**src/rtl/ucr_seq.sv**
```systemverilog
// rtl/ucr_seq.sv - load/step/terminate sequencer for a cascaded UCR4 counter chain
module ucr_seq #(
   parameter int NDIG = 3,
   localparam int W = 4 * NDIG
) (
   input  logic         CLK,
   input  logic         RESET,
   input  logic         START,
   input  logic         UP,
   input  logic [0:W-1] PRESET,
   input  logic         STEP_EN,
   input  logic         ABORT,
   input  logic [0:W-1] CNT_Q,
   output logic [0:W-1] D,
   output logic [1:0]   SEL,
   output logic         CIN,
   output logic         BUSY,
   output logic         DONE,
   output logic         ABORTED,
   output logic [W-1:0] STEPS
);

   localparam logic [1:0] S_IDLE = 2'd0;
   localparam logic [1:0] S_LOAD = 2'd1;
   localparam logic [1:0] S_RUN  = 2'd2;
   localparam logic [1:0] S_DONE = 2'd3;

   localparam logic [1:0] SEL_LOAD = 2'b00;
   localparam logic [1:0] SEL_DEC  = 2'b01;
   localparam logic [1:0] SEL_INC  = 2'b10;
   localparam logic [1:0] SEL_HOLD = 2'b11;

   logic [1:0]   state_q, state_d;
   logic [0:W-1] d_q, d_d;
   logic         up_q, up_d;
   logic [W-1:0] steps_q, steps_d;
   logic         aborted_q, aborted_d;

   logic         at_term;
   logic         step;

   // Terminal detect and step qualification; the only use of CNT_Q is equality with T
   always_comb begin
      at_term = up_q ? (&CNT_Q) : (CNT_Q == '0);
      step    = (state_q == S_RUN) & STEP_EN & ~ABORT & ~at_term;
   end

   // Next-state logic: START latches the operation, ABORT outranks terminal detection
   always_comb begin
      state_d   = state_q;
      d_d       = d_q;
      up_d      = up_q;
      steps_d   = steps_q;
      aborted_d = aborted_q;
      case (state_q)
         S_IDLE: begin
            if (START) begin
               state_d   = S_LOAD;
               d_d       = PRESET;
               up_d      = UP;
               steps_d   = '0;
               aborted_d = 1'b0;
            end
         end
         S_LOAD: begin
            if (ABORT) begin
               state_d   = S_DONE;
               aborted_d = 1'b1;
            end else begin
               state_d   = S_RUN;
            end
         end
         S_RUN: begin
            if (step) begin
               steps_d = steps_q + W'(1);
            end
            if (ABORT) begin
               state_d   = S_DONE;
               aborted_d = 1'b1;
            end else if (at_term) begin
               state_d   = S_DONE;
               aborted_d = 1'b0;
            end
         end
         default: begin
            state_d = S_IDLE;
         end
      endcase
   end

   // State registers with synchronous active-low reset
   always_ff @(posedge CLK) begin
      if (!RESET) begin
         state_q   <= S_IDLE;
         d_q       <= '0;
         up_q      <= 1'b0;
         steps_q   <= '0;
         aborted_q <= 1'b0;
      end else begin
         state_q   <= state_d;
         d_q       <= d_d;
         up_q      <= up_d;
         steps_q   <= steps_d;
         aborted_q <= aborted_d;
      end
   end

   // Chain control outputs decoded from the current state
   always_comb begin
      case (state_q)
         S_LOAD:  SEL = SEL_LOAD;
         S_RUN:   SEL = up_q ? SEL_INC : SEL_DEC;
         default: SEL = SEL_HOLD;
      endcase
      D       = d_q;
      CIN     = step;
      BUSY    = (state_q == S_LOAD) | (state_q == S_RUN);
      DONE    = (state_q == S_DONE);
      ABORTED = (state_q == S_DONE) & aborted_q;
      STEPS   = steps_q;
   end

endmodule

```
**config.mk**
```make
export PLATFORM = sky130hd
export DESIGN_NAME = ucr_seq
export DESIGN_NICKNAME = d
export VERILOG_FILES = /design/src/rtl/ucr_seq.sv
export SDC_FILE = /design/constraint.sdc
export NUM_CORES = 1
export LEC_CHECK = 0
export ABC_AREA = 0
export CORE_UTILIZATION = 45
export DETAILED_ROUTE_END_ITERATION = 12
export PLACE_DENSITY = 0.84
export SYNTH_ARGS = -nofsm -noshare
export SYNTH_HDL_FRONTEND = slang
export SYNTH_SLANG_ARGS = --single-unit
```
**constraint.sdc**
```tcl
create_clock -name CLK -period 3.1 [get_ports CLK]
set_clock_uncertainty 0.2 [all_clocks]
set_input_delay 0.31 -clock CLK [delete_from_list [all_inputs] [get_ports CLK]]
set_output_delay 0.31 -clock CLK [all_outputs]
set_load 0.02 [all_outputs]
```
==> out/qor_table.md, run 1 <==
| Quantity | Reported | Unit |
|:---|:---|:---|
| Outcome | complete, no violations | - |
| Pin count of the biggest net entering global routing | 22 | - |
| Seq cells post-synth | 28 | - |
| Die Outline Area | 3380 | um^2 |
| Actual slew at the worst max-slew pin | 1.08 | ns |
| Post-route insts no fill | 279 | - |
| Post-CTS resize count | 0 | - |
| Number of cells in the design after placement | 275 | - |
| Layout cells sized above 1 | 0.0553 | - |
| Max clock buf depth | 2 | - |
| Count of unique library cells instantiated by Yosys | 35 | - |
| ANT cells | 0 | - |
| Total design power | 0.00112 | W |
| Via count of the routed design | 1,468 | - |
| Critical path fanouts, max | 11 | - |
| Final-report hold violation count | 0 | - |
| Most instantiated flip-flop cell in the synthesis netlist | dfxtp_1 | - |
| Iteration-0 DRC count of the detailed router | 92 | - |
| Die extent in x | 58.2 | um |
| Net count after synthesis | 210 | - |
| TritonCTS sink count | 28 | - |
| Total routing resource utilization after global routing | 0.220 | - |
| Wire per inst | 12.4 | um |
| CTS buffer count | 3 | - |
| Min Hold Slack | 0.272 | ns |
| Critical path start-end classification | reg -> reg | - |
| Fraction of the cycle the final worst path needs | 0.824 | - |
| RSZ-0062 raised after global routing | no | - |
| Number of top-level pins | 60 | - |
| Pre-Repair DR Iteration Count | 4 | - |
| Standard-cell row count | 20 | - |
| Kind of end point of the critical path | flop | - |
| DR DRC count | 0 | - |
| Starting density of the core | 0.469 | - |
| Final Critical Period | 2.56 | ns |
| Syn. warnings | 0 | - |
| Antenna violations before repair | 0 | - |
| H-Tree Depth | 1 | - |
| Power per Cell Area | 535 | nW/um^2 |
| Post-detailed-routing wire length | 3450 | um |
| F_max | 391 | MHz |
| Post-synth design cell area | 1420 | um^2 |
| Clock Root Buffer | clkbuf_4 | - |
| Fillers | 254 | - |
| Critical path data arrival time | 2.63 | ns |
| Number of instances in the synthesized netlist | 175 | - |
| Classification of the worst-slack hold path | reg -> reg | - |
| CTS tree | done | - |
| Wire length of the first global-routing pass | 5840 | um |
| Remaining antenna violation count after routing | 0 | - |
| Postcts setup bufs | 0 | - |
| Vias per Instance | 5.26 | - |
| Required time of the critical path | 3.18 | ns |
| Number of input and output port buffers inserted | 59 | - |
| Clock latency on the worst-skew pair | 0.33 | ns |
| Nature of the critical path startpoint | flop | - |
| Number of hold buffers added after CTS | 0 | - |
| Fin. max-slew vios | 0 | - |
| Number of synthesized flops with an enable pin | 0 | - |
| Leftover overflow at the end of global routing | 0 | - |
| Number of global-route vias before repair | 1,360 | - |
| Setup Total Neg Slack | 0 | ns |
| Sequential-to-total area share from yosys stat | 0.395 | - |
| Detailed Place HPWL | 2640 | um |
| Final GP Congestion | 0.872 | - |
| Total of max-cap violations | 0 | - |
| Core area | 3030 | um^2 |
| Reg2Reg Setup Slack | 0.54 | ns |
| Post-layout net count | 271 | - |
| Chip Height | 58.2 | um |
| Synthesized area per cell | 8.11 | um^2 |
| Share of flip-flops with an asynchronous set or reset after synthesis | 0 | - |
| Pleak | 0.780 | nW |
| Peak supply drop | 514 | uV |
| Max-slew headroom | 0.272 | - |
| Area Overhead vs Synth | 47.8 | % |
| Number of setup violations in the final report | 0 | - |
| Clock-pin slew on the worst setup and hold paths | 0.15 | ns |
-- layout make-up --
| cell class | count | area [um^2] | area share |
|---|---|---|---|
| tap | 44 | 55.1 | 0.0262 |
| sequential | 28 | 561 | 0.267 |
| clock buffer | 4 | 36.3 | 0.0173 |
| timing repair buffer | 62 | 613 | 0.292 |
| inverter | 6 | 22.5 | 0.0107 |
| multi-input combinational | 135 | 812 | 0.387 |
-- registers in the layout, summed over array words and instances, names as in the netlist --
| signal | flops |
|---|---|
| D | 12 |
| STEPS | 12 |
| aborted_q | 1 |
| state_q | 2 |
| up_q | 1 |
-- cell usage after synthesis (2+ instances only) --
library cell,number,area [um^2]
or4_4,2,22.5
nor2b_1,3,18.8
ha_1,5,62.6
nand2_1,38,143
nor4_1,4,25.0
nand4_1,2,12.5
o21ai_0,5,25.0
a21boi_0,14,105
clkbuf_1,4,15.0
nand3_1,9,45.0
and2_1,3,18.8
a21oi_1,14,70.1
nor3_1,3,15.0
dfxtp_1,28,561
o21a_1,4,30.0
and3_1,7,43.8
buf_2,2,10.0
a21o_1,2,15.0
inv_1,6,22.5
nor2_1,3,11.3
a31oi_1,3,18.8
-- worst max-delay path: stages, from the launching register on --
cell and delay [ns]:
dfxtp_1 0.37, inv_1 0.09, ha_1 0.34, nand2_1 0.23
nor4_1 0.87, a41oi_1 0.22, a31oi_1 0.18
-- placed cells by master, fill, tap and decap left out, types with 5 or more instances in the layout --
cell type / instances
a21boi_0: 14
nand2_1: 38
o21ai_0: 5
a21oi_1: 14
clkdlybuf4s50_1: 59
dfxtp_1: 28
ha_1: 5
inv_1: 6
and3_1: 7
nand3_1: 9
-- layer usage --
metal	vias up	track usage	part of all wire
met5	-	0	0
met3	7	0.0536	0.070
li1	744	-	-
met2	49	0.381	0.48
met4	0	0.0952	0.019
met1	668	0.258	0.44
-- power breakdown --
part / internal [W] / total (W) / leakage, nW / switching (W)
Sequential: 0.000405 / 0.000435 / 0.228 / 0.0000302
Clock: 0.0000720 / 0.000183 / 0.0210 / 0.000111
Combinational: 0.000225 / 0.000506 / 0.531 / 0.000281
Total: 0.000702 / 0.00112 / 0.780 / 0.000422
-- stage by stage --
step / instance area (um^2) / worst slack, ns / util
6_report: 2100 / 0.544 / 0.693
5_1_grt: 2100 / 0.365 / 0.693
4_1_cts: 2100 / 0.549 / 0.693
3_5_place_dp: 2060 / 0.496 / 0.681
3_3_place_gp: 2060 / 0.571 / 0.681
2_1_floorplan: 1420 / 0.970 / -
-- final timing paths --
path,startpoint,endpoint,cells past startpoint
worst max-delay path,state_q[0],STEPS[10],6
worst min-delay path,D[9],D[9],2
worst max register to register,state_q[0],STEPS[10],6
worst min register to register,D[9],D[9],2
-- logic make-up (layout without fill, tap and decap cells) --
group / count (synthesis) / in the layout / synth area share
simple gates: 80 / 80 / 0.291
compound gates: 49 / 49 / 0.230
buf+inv: 12 / 72 / 0.0335
flops: 28 / 28 / 0.395
fa+ha+maj: 5 / 5 / 0.0441
mux: 1 / 1 / 0.00705
(Power assumes the default switching activity.)
==> run 2, diff against run 1 <==
--- a/config.mk
+++ b/config.mk
@@ -6,9 +6,9 @@
 export NUM_CORES = 1
 export LEC_CHECK = 0
 export ABC_AREA = 0
-export CORE_UTILIZATION = 45
+export CORE_UTILIZATION = 42
 export DETAILED_ROUTE_END_ITERATION = 12
-export PLACE_DENSITY = 0.84
+export PLACE_DENSITY = 0.79
 export SYNTH_ARGS = -nofsm -noshare
 export SYNTH_HDL_FRONTEND = slang
 export SYNTH_SLANG_ARGS = --single-unit
==> constraint.sdc (replaced) <==
create_clock -name CLK -period 2.4 [get_ports CLK]
set_clock_uncertainty 0.2 [all_clocks]
set_input_delay 0.24 -clock CLK [delete_from_list [all_inputs] [get_ports CLK]]
set_output_delay 0.24 -clock CLK [all_outputs]
set_load 0.02 [all_outputs]
==> run 2 against run 1 <==
Net effect:
- cell count increased by 1.4%
- maximum frequency is 12% higher
- clock power is 73% higher
- critical path type unchanged
- critical endpoint is now STEPS[11]
==> out/qor_table.md, run 2 (synthesized netlist as in run 1, its figures left out) <==
| Quantity | Reported | Unit |
|:---|:---|:---|
| Critical path start-end classification | reg -> reg | - |
| H-Tree Depth | 1 | - |
| Buffer and inverter count on the worst path | 1 | - |
| Actual slew at the worst max-slew pin | 0.619 | ns |
| Area Overhead vs Synth | 51.8 | % |
| Iteration-0 DRC count of the detailed router | 98 | - |
| CTS tree | done | - |
| Remaining antenna violation count after routing | 0 | - |
| Layout cells sized above 1 | 0.0837 | - |
| Starting density of the core | 0.454 | - |
| Classification of the worst-slack hold path | in -> reg | - |
| Met1 Track Usage GR | 0.255 | - |
| Master of the slowest instance on the critical path | or4_4 | - |
| Antenna violations before repair | 0 | - |
| Wire per inst | 12.6 | um |
| Required time of the critical path | 2.47 | ns |
| Most Crowded Layer GR | met2 | - |
| Critical path data arrival time | 2.36 | ns |
| Number of input and output port buffers inserted | 59 | - |
| Pin count of the biggest net entering global routing | 22 | - |
| Maximum cell stage delay along the critical path | 0.52 | ns |
| Power per Cell Area | 723 | nW/um^2 |
| DR DRC count | 0 | - |
| Number of setup violations in the final report | 0 | - |
| Core area | 3130 | um^2 |
| Peak supply drop | 611 | uV |
| Final cell area excluding filler cells | 2160 | um^2 |
| Detailed Place HPWL | 2770 | um |
| Clock latency on the worst-skew pair | 0.34 | ns |
| Post-detailed-routing wire length | 3570 | um |
| Fraction of the cycle the final worst path needs | 0.952 | - |
| Fillers | 270 | - |
| Met3 demand-to-capacity share in global routing | 0.0541 | - |
| Kind of end point of the critical path | flop | - |
| Number of global-route vias before repair | 1,471 | - |
| Chip Height | 60.2 | um |
| Nature of the critical path startpoint | flop | - |
| Via count of the routed design | 1,486 | - |
| Outcome | complete, no violations | - |
| Final-report hold violation count | 0 | - |
| RSZ-0062 raised after global routing | no | - |
| TritonCTS sink count | 28 | - |
| Final GP Congestion | 0.871 | - |
| F_max | 438 | MHz |
| Dominant cell type by count on the critical path | or4_4 | - |
| Reg2Reg Setup Slack | 0.12 | ns |
| Area taken by multi-input logic gates | 825 | um^2 |
| Util after Layout | 0.689 | - |
| Number of top-level pins | 60 | - |
| Critical path fanouts, max | 4 | - |
| Vias per Instance | 5.25 | - |
| Postcts setup bufs | 0 | - |
| Total of max-cap violations | 0 | - |
| Total routing resource utilization after global routing | 0.220 | - |
| Die Outline Area | 3620 | um^2 |
| Final Critical Period | 2.28 | ns |
| Cell area after placement | 2090 | um^2 |
| ANT cells | 0 | - |
| Storage element area | 562 | um^2 |
| Total design power | 0.00156 | W |
| Die extent in x | 60.2 | um |
| Clock-pin slew on the worst setup and hold paths | 0.16 | ns |
| Critical-path cell list | inv_1, ha_1, nand2b_1, nand2_1, or4_4, or4_4, o211ai_2 | - |
| Max clock buf depth | 2 | - |
| Post-layout net count | 275 | - |
| Pre-Repair DR Iteration Count | 4 | - |
| Wire length of the first global-routing pass | 6080 | um |
| Fin. max-slew vios | 0 | - |
| Commonest non-fill, non-tap cell in the layout | clkdlybuf4s50_1 | - |
| Clock Root Buffer | clkbuf_4 | - |
| Leftover overflow at the end of global routing | 0 | - |
| Met2 usage | 0.381 | - |
| Standard-cell row count | 20 | - |
| Pleak | 0.811 | nW |
| CTS buffer count | 3 | - |
| Family with the most delay on the worst path | simple AND/OR/NAND/NOR gates | - |
| Max-slew headroom | 0.582 | - |
| Commonest non-fill, non-tap cells in the layout | 56 x clkdlybuf4s50_1, 38 x nand2_1, 27 x dfxtp_1, 14 x a21oi_1, 14 x a21boi_0 | - |
==> run 2: changes by cell type in the layout (fill, tap and decap cells not counted) <==
cell / before / now
dfxtp_1: 28 / 27
buf_4: 3 / 7
bufinv_16: 0 / 1
nor4_1: 4 / 2
nor4_2: 0 / 2
dlygate4sd2_1: 0 / 3
clkdlybuf4s50_1: 59 / 56
dfxtp_2: 0 / 1
clkbuf_8: 1 / 0
==> run 2: power breakdown <==
part / switching, W / total, W / internal (W)
combinational: 0.000375 / 0.000677 / 0.000302
clock: 0.000148 / 0.000317 / 0.000169
sequential: 0.0000411 / 0.000566 / 0.000525
total: 0.000563 / 0.00156 / 0.000996
==> run 2: area by class of cell <==
| class | count | area share |
|---|---|---|
| timing repair buffer | 66 | 0.297 |
| clock inverter | 1 | 0.0139 |
| clock buffer | 3 | 0.0104 |
| inverter | 6 | 0.0104 |
| tap | 44 | 0.0255 |
| multi-input combinational | 135 | 0.382 |
| sequential | 28 | 0.261 |
==> run 2: timing repair <==
| item | CTS | global route |
|---|---|---|
| resized for setup | 4 | 2 |
| hold buffers | 0 | 0 |
| endpoints found under the setup margin | 4 | 9 |
==> run 2: per-stage QoR <==
step	worst slack, ns	cells	hold WS (ns)	TNS [ns]
2_1_floorplan	0.270	175	0.185	0
3_3_place_gp	-0.0404	279	0.249	-0.227
3_5_place_dp	-0.110	279	0.258	-0.668
4_1_cts	0.0110	283	0.227	0
5_1_grt	0.0237	283	0.234	0
6_report	0.115	283	0.236	0
==> run 2: final timing paths <==
kind | from | endpoint | depth (start not counted)
max reg2reg | state_q[1] | STEPS[11] | 7
min | PRESET[8] | D[8] | 3
max | state_q[1] | STEPS[11] | 7
min reg2reg | D[5] | D[5] | 2
==> run 2: worst register-to-register path: cells and delay by family, from the launching register on <==
kind / cells / cell delay [ns]
AO/OA/AOI/OAI: 1 / 0.07
AND/OR/NAND/NOR: 4 / 1.24
flip-flops: 1 / 0.41
adder cells (fa/ha/maj): 1 / 0.22
buffers and inverters: 1 / 0.08
==> run 2: per-layer routing <==
layer,wire (um),part of all wire,vias to the layer above
met5,0,0,-
met4,42,0.012,0
met3,268,0.075,6
met2,1750,0.49,50
met1,1510,0.42,682
li1,-,-,748
